`config.mk`:
```
export PLATFORM = sky130hd
export DESIGN_NAME = popcount_arbiter
export DESIGN_NICKNAME = d
export VERILOG_FILES = /design/src/rtl/popcount_arb_pkg.sv /design/src/rtl/rr_arbiter.sv /design/src/rtl/popcount_arbiter.sv
export SDC_FILE = /design/constraint.sdc
export NUM_CORES = 1
export LEC_CHECK = 0
export ABC_CLOCK_PERIOD_IN_PS = 2450
export CAP_MARGIN = 20
export CORE_ASPECT_RATIO = 1.1
export CORE_MARGIN = 2
export CORE_UTILIZATION = 30
export CTS_CLUSTER_DIAMETER = 40
export DETAILED_ROUTE_END_ITERATION = 7
export GPL_ROUTABILITY_DRIVEN = 0
export PLACE_DENSITY = 0.73
export SYNTH_ARGS = -nofsm -noshare
export SYNTH_HDL_FRONTEND = slang
export SYNTH_SLANG_ARGS = --single-unit
```
`constraint.sdc`:
```
create_clock -name clk -period 2.45 [get_ports clk]
set_input_delay 0.3675 -clock clk [delete_from_list [all_inputs] [get_ports clk]]
set_output_delay 0.3675 -clock clk [all_outputs]
set_load 0.03 [all_outputs]
```
`src/rtl/popcount_arb_pkg.sv`:
```
// Shared types and width helpers for the popcount arbiter.
package popcount_arb_pkg;

  typedef enum logic [1:0] {
    ST_IDLE    = 2'd0,
    ST_ISSUE   = 2'd1,
    ST_WAIT    = 2'd2,
    ST_RESPOND = 2'd3
  } state_t;

  function automatic int cnt_width(input int width);
    return $clog2(width + 1);
  endfunction

  function automatic int idx_width(input int n);
    return (n > 1) ? $clog2(n) : 1;
  endfunction

endpackage

```
`src/rtl/rr_arbiter.sv`:
```
// Round-robin pick: search starts one past last_served and wraps.
module rr_arbiter
  import popcount_arb_pkg::*;
#(
  parameter  int NUM_REQ = 4,
  localparam int IW      = idx_width(NUM_REQ)
) (
  input  logic [NUM_REQ-1:0] req,
  input  logic [IW-1:0]      last_served,
  output logic [NUM_REQ-1:0] gnt_onehot,
  output logic [IW-1:0]      gnt_idx,
  output logic               gnt_valid
);

  logic [IW-1:0] w_idx;
  logic [IW-1:0] w_pos;
  logic          w_found;

  always_comb begin
    w_idx   = '0;
    w_pos   = '0;
    w_found = 1'b0;
    for (int k = 1; k <= NUM_REQ; k++) begin
      w_pos = IW'((int'(last_served) + k) % NUM_REQ);
      if (!w_found && req[w_pos]) begin
        w_found = 1'b1;
        w_idx   = w_pos;
      end
    end
  end

  genvar gi;
  generate
    for (gi = 0; gi < NUM_REQ; gi++) begin : g_onehot
      assign gnt_onehot[gi] = w_found && (w_idx == IW'(gi));
    end
  endgenerate

  assign gnt_idx   = w_idx;
  assign gnt_valid = w_found;

endmodule

```
`src/rtl/popcount_arbiter.sv`:
```
// Arbitrates NUM_REQ requesters onto one shared bit-count datapath.
// Optional WAIT timeout abort enabled by defining POPCOUNT_ARB_TIMEOUT_EN.
module popcount_arbiter
  import popcount_arb_pkg::*;
#(
  parameter  int NUM_REQ = 4,
  parameter  int WIDTH   = 8,
  parameter  int TIMEOUT = 64,
  localparam int CW      = cnt_width(WIDTH),
  localparam int IW      = idx_width(NUM_REQ)
) (
  input  logic                     clk,
  input  logic                     rst_n,
  input  logic [NUM_REQ-1:0]       req,
  input  logic [NUM_REQ*WIDTH-1:0] req_data,
  output logic [NUM_REQ-1:0]       gnt,
  output logic                     dp_go,
  output logic [WIDTH-1:0]         dp_data,
  input  logic                     dp_done,
  input  logic [CW-1:0]            dp_count,
  output logic                     resp_valid,
  input  logic                     resp_ready,
  output logic [IW-1:0]            resp_id,
  output logic [CW-1:0]            resp_count,
  output logic                     resp_err
);

  state_t               r_state;
  state_t               w_state_next;
  logic [IW-1:0]        r_last;
  logic [WIDTH-1:0]     r_data;
  logic                 r_dp_go;
  logic [IW-1:0]        r_resp_id;
  logic [CW-1:0]        r_resp_count;
  logic [NUM_REQ-1:0]   w_arb_onehot;
  logic [IW-1:0]        w_arb_idx;
  logic                 w_arb_valid;
  logic [WIDTH-1:0]     w_sel_data;
  logic                 w_timeout;

  rr_arbiter #(
    .NUM_REQ (NUM_REQ)
  ) u_rr (
    .req         (req),
    .last_served (r_last),
    .gnt_onehot  (w_arb_onehot),
    .gnt_idx     (w_arb_idx),
    .gnt_valid   (w_arb_valid)
  );

  assign w_sel_data = req_data[int'(w_arb_idx)*WIDTH +: WIDTH];

`ifdef POPCOUNT_ARB_TIMEOUT_EN
  localparam int TW = $clog2(TIMEOUT + 1);

  logic [TW-1:0] r_wait_cnt;
  logic          r_resp_err;

  // Counter sits at 0 on WAIT entry, so WAIT cycle k sees r_wait_cnt == k.
  always_ff @(posedge clk or negedge rst_n) begin
    if (!rst_n) begin
      r_wait_cnt <= '0;
    end else if (r_state == ST_WAIT) begin
      r_wait_cnt <= r_wait_cnt + 1'b1;
    end else begin
      r_wait_cnt <= '0;
    end
  end

  assign w_timeout = (r_state == ST_WAIT) && !dp_done && (r_wait_cnt == TW'(TIMEOUT - 1));

  always_ff @(posedge clk or negedge rst_n) begin
    if (!rst_n) begin
      r_resp_err <= 1'b0;
    end else if (r_state == ST_WAIT) begin
      if (dp_done) begin
        r_resp_err <= 1'b0;
      end else if (w_timeout) begin
        r_resp_err <= 1'b1;
      end
    end
  end

  assign resp_err = r_resp_err;
`else
  assign w_timeout = 1'b0;
  assign resp_err  = 1'b0;
`endif

  always_ff @(posedge clk or negedge rst_n) begin
    if (!rst_n) begin
      r_state <= ST_IDLE;
    end else begin
      r_state <= w_state_next;
    end
  end

  always_comb begin
    w_state_next = r_state;
    case (r_state)
      ST_IDLE:    if (w_arb_valid) w_state_next = ST_ISSUE;
      ST_ISSUE:   w_state_next = ST_WAIT;
      ST_WAIT:    if (dp_done || w_timeout) w_state_next = ST_RESPOND;
      ST_RESPOND: if (resp_ready) w_state_next = ST_IDLE;
      default:    w_state_next = ST_IDLE;
    endcase
  end

  always_ff @(posedge clk or negedge rst_n) begin
    if (!rst_n) begin
      r_last       <= IW'(NUM_REQ - 1);
      r_data       <= '0;
      r_dp_go      <= 1'b0;
      r_resp_id    <= '0;
      r_resp_count <= '0;
    end else begin
      // dp_go is registered off ISSUE, landing two cycles after the grant.
      r_dp_go <= (r_state == ST_ISSUE);
      case (r_state)
        ST_IDLE: begin
          if (w_arb_valid) begin
            r_resp_id <= w_arb_idx;
            r_data    <= w_sel_data;
          end
        end
        ST_WAIT: begin
          if (dp_done) begin
            r_resp_count <= dp_count;
          end else if (w_timeout) begin
            r_resp_count <= '0;
          end
        end
        ST_RESPOND: begin
          if (resp_ready) r_last <= r_resp_id;
        end
        default: ;
      endcase
    end
  end

  // Grant is the only output with a combinational path from req; rst_n gates it.
  always_comb begin
    gnt        = (rst_n && (r_state == ST_IDLE)) ? w_arb_onehot : '0;
    resp_valid = (r_state == ST_RESPOND);
  end

  assign dp_go      = r_dp_go;
  assign dp_data    = r_data;
  assign resp_id    = r_resp_id;
  assign resp_count = r_resp_count;

endmodule

```
==> impl_metrics.env, run 1 <==
export IMPL_yosys_area_share_xor_xnor=0
export IMPL_setup_viol=0
export IMPL_path_cells="clkdlybuf4s50_1 > nand2b_1 > a21boi_1 > o21ai_2 > nor2_1 > dlygate4sd2_1"
export IMPL_fillers=368
export IMPL_fin_cells=232
export IMPL_ioPinCount=65
export IMPL_viasPerCell=4.78
export IMPL_min_to="dp_data[2]"
export IMPL_ant_nets=0
export IMPL_start_util=0.317
export IMPL_layout_commonest_cell="clkdlybuf4s50_1"
export IMPL_remaining_drc_errors=0
export IMPL_async_flop_share=1.00
export IMPL_dieArea_um2=4410
export IMPL_clkLatencyLatePin_ns=0.25
export IMPL_cp_start_kind="primary input"
export IMPL_place_detailed_instances=228
export IMPL_synth_area_um2=1170
export IMPL_clockRootBuffer="clkbuf_8"
export IMPL_cp_slowest_cell="clkdlybuf4s50_1"
export IMPL_cts_tree="built"
export IMPL_synth_simple_area_share=0.125
export IMPL_drive_above_1_share=0.198
export IMPL_regToRegEndpoint="dp_data[7]"
export IMPL_worstHoldStart="dp_data[2]"
export IMPL_cp_required_ns=2.08
export IMPL_grt_antenna_before_repair=0
export IMPL_timing_rr_start="r_last[1]"
export IMPL_hold_violations=0
export IMPL_numCtsBuffers=3
export IMPL_multi_input_area_um2=646
export IMPL_path_buf_inv=2
export IMPL_peakVddDrop_mv=0.410
export IMPL_p_switching_w=0.000893
export IMPL_combPwrFrac=0.625
export IMPL_num_antenna_cells=0
export IMPL_leakage_nw=0.850
export IMPL_clock_sinks=19
export IMPL_numPortBuffers=63
export IMPL_ys_flop_type="dfrtp_1"
export IMPL_grt_pass1_vias=1166
export IMPL_criticalPathCategory="primary input to primary output"
export IMPL_grt_usage=0.152
export IMPL_syn_inst=109
export IMPL_grt_pass1_wl_um=5380
export IMPL_p_total_w=0.00213
export IMPL_endpoint_kind="primary output"
export IMPL_htree_levels=1
export IMPL_hold_path_depth=2
export IMPL_grt_max_degree=20
export IMPL_core_area_um2=3680
export IMPL_reg2regPathDepth=5
export IMPL_arrival_ns=1.92
export IMPL_drt_iter0_drc=26
export IMPL_seqPwrFrac=0.277
export IMPL_hp_class="flip-flop to flip-flop"
export IMPL_nets=232
export IMPL_cts_hold_buf=0
export IMPL_clk_pin_slew_ns=0.07
export IMPL_clockPowerShare=0.098
export IMPL_synth_compound_area_frac=0.160
export IMPL_synth_edf_count=0
export IMPL_synth_nets=158
export IMPL_first_pass_iters=4
export IMPL_swShare=0.420
export IMPL_status="complete, no violations"
export IMPL_regArea_um2=478
export IMPL_die_w_um=63.5
export IMPL_synth_top_family_by_area="multiplexers"
export IMPL_overflow=0
export IMPL_synth_adder_area_share=0.0536
export IMPL_rsz0062_at_grt="no"
export IMPL_reg2reg_slack_ns=0.48
export IMPL_area_growth_pct=67.3
export IMPL_fmax_mhz=437
export IMPL_internal_power_w=0.00123
export IMPL_synth_mux_area_fraction=0.203
export IMPL_period_needed_ns=2.29
export IMPL_path_delay_family="buffers and inverters"
export IMPL_finalCritPeriodShare=0.934
export IMPL_clockBufferDepth=2
export IMPL_maxCapViolations=0
export IMPL_drv_slew=0
export IMPL_routed_via_count=1109
export IMPL_slowest_delay_ns=0.55
export IMPL_avgSynthCellArea_um2=10.7
export IMPL_ys_ff_latch=19
export IMPL_final_cell_mix="59 x clkdlybuf4s50_1, 17 x dfrtp_1, 13 x mux2_2"
export IMPL_yosysSeqAreaShare=0.409
export IMPL_dp_hpwl_um=2580
export IMPL_path_max_fanout=4
export IMPL_synthDistinctLibCells=31
export IMPL_routedWlPerCell_um=13.4
export IMPL_wl_um=3120
export IMPL_finClkSkew_ns=0.00212
export IMPL_power_density_nw_per_um2=1090
export IMPL_yosys_warnings=0
export IMPL_die_h_um=69.4
export IMPL_fp_row_count=23
export IMPL_setup_tns_ns=0
-- flip-flops by register name, summed over array words and instances, names as in the netlist --
signal,flops
dp_go,1
r_last,2
resp_id,2
dp_data,8
resp_count,4
r_state,2
-- per-layer routing --
| metal | vias to the layer above | share of wire | global-route usage |
|---|---|---|---|
| li1 | 543 | - | - |
| met3 | 4 | 0.058 | 0.0244 |
| met5 | - | 0 | 0 |
| met2 | 39 | 0.53 | 0.278 |
| met4 | 0 | 0.014 | 0.0507 |
| met1 | 523 | 0.40 | 0.176 |
-- stage by stage --
| step | utilization | hold slack (ns) | cell area [µm²] | setup WS (ns) |
|---|---|---|---|---|
| global placement | 0.518 | 0.472 | 1910 | -0.0486 |
| CTS | 0.530 | 0.510 | 1950 | 0.147 |
| detailed placement | 0.518 | 0.493 | 1910 | -0.104 |
| global route | 0.530 | 0.529 | 1950 | 0.0543 |
| finish | 0.530 | 0.498 | 1950 | 0.162 |
| floorplan | - | 0.0719 | 1170 | 0.399 |
-- worst min-delay path, delay by kind of cell, from the launching register on --
| kind | cells | cell delay [ns] |
|---|---|---|
| flip-flops | 1 | 0.35 |
| AO/OA/AOI/OAI | 1 | 0.06 |
| AND/OR/NAND/NOR | 1 | 0.05 |
-- power by group through the flow --
stage	clock network (W)	logic, W	registers (W)
4_1_cts	0.000223	0.00135	0.000591
5_1_grt	0.000236	0.00144	0.000615
3_5_place_dp	0	0.00135	0.000594
6_report	0.000209	0.00133	0.000589
3_3_place_gp	0	0.00133	0.000586
2_1_floorplan	0	0.000606	0.000814
-- synth_stat cells (2+ instances only) --
library cell,instances,share of area
dfstp_2,2,0.045
nor3_1,5,0.021
mux2i_1,9,0.077
nand2_1,10,0.032
o311ai_1,3,0.023
nand2b_1,3,0.016
a221o_1,5,0.043
mux2_2,13,0.13
a21oi_1,2,0.0086
dfrtp_1,17,0.36
nand3_1,4,0.017
nor2_1,7,0.023
inv_1,6,0.019
ha_1,5,0.054
o21ai_0,2,0.0086
-- worst max-delay path by stage --
| stage | endpoint | startpoint | cells past startpoint | slack, ns |
|---|---|---|---|---|
| floorplan | gnt[2] | r_last[1] | 5 | 0.40 |
| global placement | gnt[2] | req[3] | 6 | -0.05 |
| detailed placement | gnt[0] | req[3] | 6 | -0.10 |
| CTS | gnt[2] | req[2] | 6 | 0.15 |
| global route | gnt[2] | req[3] | 6 | 0.05 |
| finish | gnt[0] | req[2] | 6 | 0.16 |
-- cells by family (layout without fill, tap and decap cells) --
kind of cell | Yosys count | after routing
AND/OR/NAND/NOR | 31 | 31
multiplexers | 22 | 22
AO/OA/AOI/OAI | 21 | 21
flip-flops | 19 | 19
buffers and inverters | 10 | 83
adder cells (fa/ha/maj) | 5 | 5
other | 1 | 1
-- timing repair --
action                     4_1_cts  5_1_grt
setup endpoints to repair        2        0
resized for setup                3        0
buffers inserted                 0        0
-- area by class of cell --
class / count / area share
clock buffer: 3 / 0.0211
clock inverter: 1 / 0.00256
inverter: 6 / 0.0115
multi-input combinational: 80 / 0.331
sequential: 19 / 0.245
tap: 50 / 0.0320
timing repair buffer: 73 / 0.357
Power figures use the tool's default switching activity.
==> run 2: changes to the inputs <==
--- a/config.mk
+++ b/config.mk
@@ -8,12 +8,12 @@
 export ABC_CLOCK_PERIOD_IN_PS = 2450
 export CAP_MARGIN = 20
 export CORE_ASPECT_RATIO = 1.1
-export CORE_MARGIN = 2
 export CORE_UTILIZATION = 30
 export CTS_CLUSTER_DIAMETER = 40
 export DETAILED_ROUTE_END_ITERATION = 7
 export GPL_ROUTABILITY_DRIVEN = 0
 export PLACE_DENSITY = 0.73
+export SKIP_CTS_REPAIR_TIMING = 1
 export SYNTH_ARGS = -nofsm -noshare
 export SYNTH_HDL_FRONTEND = slang
 export SYNTH_SLANG_ARGS = --single-unit
==> impl_metrics.env, run 2 (synthesized netlist as in run 1, its figures left out) <==
export IMPL_status="complete, no violations"
export IMPL_fin_util=0.520
export IMPL_grt_antenna_before_repair=0
export IMPL_hp_class="flip-flop to flip-flop"
export IMPL_drt_iter0_drc=22
export IMPL_routed_via_count=1062
export IMPL_routedWlPerCell_um=13.2
export IMPL_htree_levels=1
export IMPL_path_cells="clkdlybuf4s50_1 > a21o_1 > a31oi_4 > buf_12 > nand3b_1 > nor2_1 > buf_4"
export IMPL_wl_um=2980
export IMPL_slowest_delay_ns=0.58
export IMPL_dp_hpwl_um=2390
export IMPL_remaining_drc_errors=0
export IMPL_layout_commonest_cell="clkdlybuf4s50_1"
export IMPL_grt_pass1_vias=1070
export IMPL_reg2reg_slack_ns=0.57
export IMPL_nets=226
export IMPL_grt_pass1_wl_um=4680
export IMPL_ioPinCount=65
export IMPL_numPortBuffers=63
export IMPL_hold_violations=0
export IMPL_power_density_nw_per_um2=1110
export IMPL_overflow=0
export IMPL_period_needed_ns=2.21
export IMPL_finalCritPeriodShare=0.903
export IMPL_leakage_nw=0.817
export IMPL_grt_max_degree=20
export IMPL_ant_nets=0
export IMPL_clk_pin_slew_ns=0.06
export IMPL_rsz0062_at_grt="no"
export IMPL_clkLatencyLatePin_ns=0.25
export IMPL_cts_tree="built"
export IMPL_start_util=0.317
export IMPL_grt_usage=0.155
export IMPL_first_pass_iters=4
export IMPL_clockBufferDepth=2
export IMPL_peakVddDrop_mv=0.426
export IMPL_criticalPathCategory="primary input to primary output"
export IMPL_cp_required_ns=2.08
export IMPL_finClkSkew_ns=0.00161
export IMPL_endpoint_kind="primary output"
export IMPL_clock_sinks=19
export IMPL_cp_start_kind="primary input"
export IMPL_drv_slew=0
export IMPL_path_max_fanout=19
export IMPL_die_h_um=67.4
export IMPL_arrival_ns=1.85
export IMPL_maxCapViolations=0
export IMPL_setup_ws_ns=0.237
export IMPL_placed_area_um2=1870
export IMPL_largest_register_ffs=8
export IMPL_num_antenna_cells=0
export IMPL_setup_viol=0
export IMPL_dp_slack_ns=0.179
export IMPL_clockRootBuffer="clkbuf_8"
export IMPL_numCtsBuffers=3
export IMPL_drive_above_1_share=0.170
export IMPL_final_cell_mix="59 x clkdlybuf4s50_1, 17 x dfrtp_1, 13 x mux2_2"
export IMPL_die_w_um=61.5
export IMPL_area_growth_pct=64.0
export IMPL_finalInstanceArea_um2=1910
export IMPL_cp_slowest_cell="clkdlybuf4s50_1"
export IMPL_viasPerCell=4.70
export IMPL_core_area_um2=3680
export IMPL_setup_tns_ns=0
export IMPL_dieArea_um2=4140
export IMPL_fp_row_count=23
export IMPL_fmax_mhz=452
## run 2: cell count changes in the layout (fill, tap and decap cells not counted)
cell,change
dlygate4sd2_1,-2
clkinv_2,-1
buf_12,+1
nor2_1,+1
clkbuf_1,+1
nor2_2,-1
buf_4,-5
## run 2: worst max-delay path: cells and delay by family
kind / cells / cell delay, ns
buf+inv: 3 / 0.92
compound gates: 2 / 0.29
simple gates: 2 / 0.28
## run 2: worst paths after layout
path                       startpoint          to  depth (start not counted)
min                        dp_data[2]  dp_data[2]                          2
max                            req[0]      gnt[1]                          7
min reg2reg                dp_data[2]  dp_data[2]                          2
max reg2reg                 r_last[1]  dp_data[7]                          5
min in group asynchronous       rst_n       dp_go                          2
max in group asynchronous       rst_n   r_last[0]                          2
## run 2: cell type report
type / instances / area [µm²]
Clock buffer: 4 / 45.0
Fill cell: 370 / 1770
Inverter: 6 / 22.5
Multi-Input combinational cell: 80 / 643
Sequential cell: 19 / 478
Tap cell: 50 / 62.6
Timing Repair Buffer: 67 / 663
## run 2: stage by stage
step | cells | hold slack (ns) | power [W]
global placement | 222 | 0.477 | 0.00189
CTS | 226 | 0.490 | 0.00215
detailed placement | 222 | 0.475 | 0.00193
finish | 226 | 0.486 | 0.00212
global route | 226 | 0.504 | 0.00227
floorplan | 109 | 0.0719 | 0.00142
## run 2: layer usage
metal  vias up  share of wire  global-route usage
li1        531              -                   -
met5         -              0                   0
met4         0          0.020              0.0750
met3         4          0.054              0.0249
met1       489           0.42               0.185
met2        38           0.51               0.266
## run 2: report_power, final
| part | total [W] | internal [W] | switching, W |
|---|---|---|---|
| clock network | 0.000214 | 0.000116 | 0.0000980 |
| logic | 0.00132 | 0.000626 | 0.000689 |
| registers | 0.000589 | 0.000485 | 0.000104 |
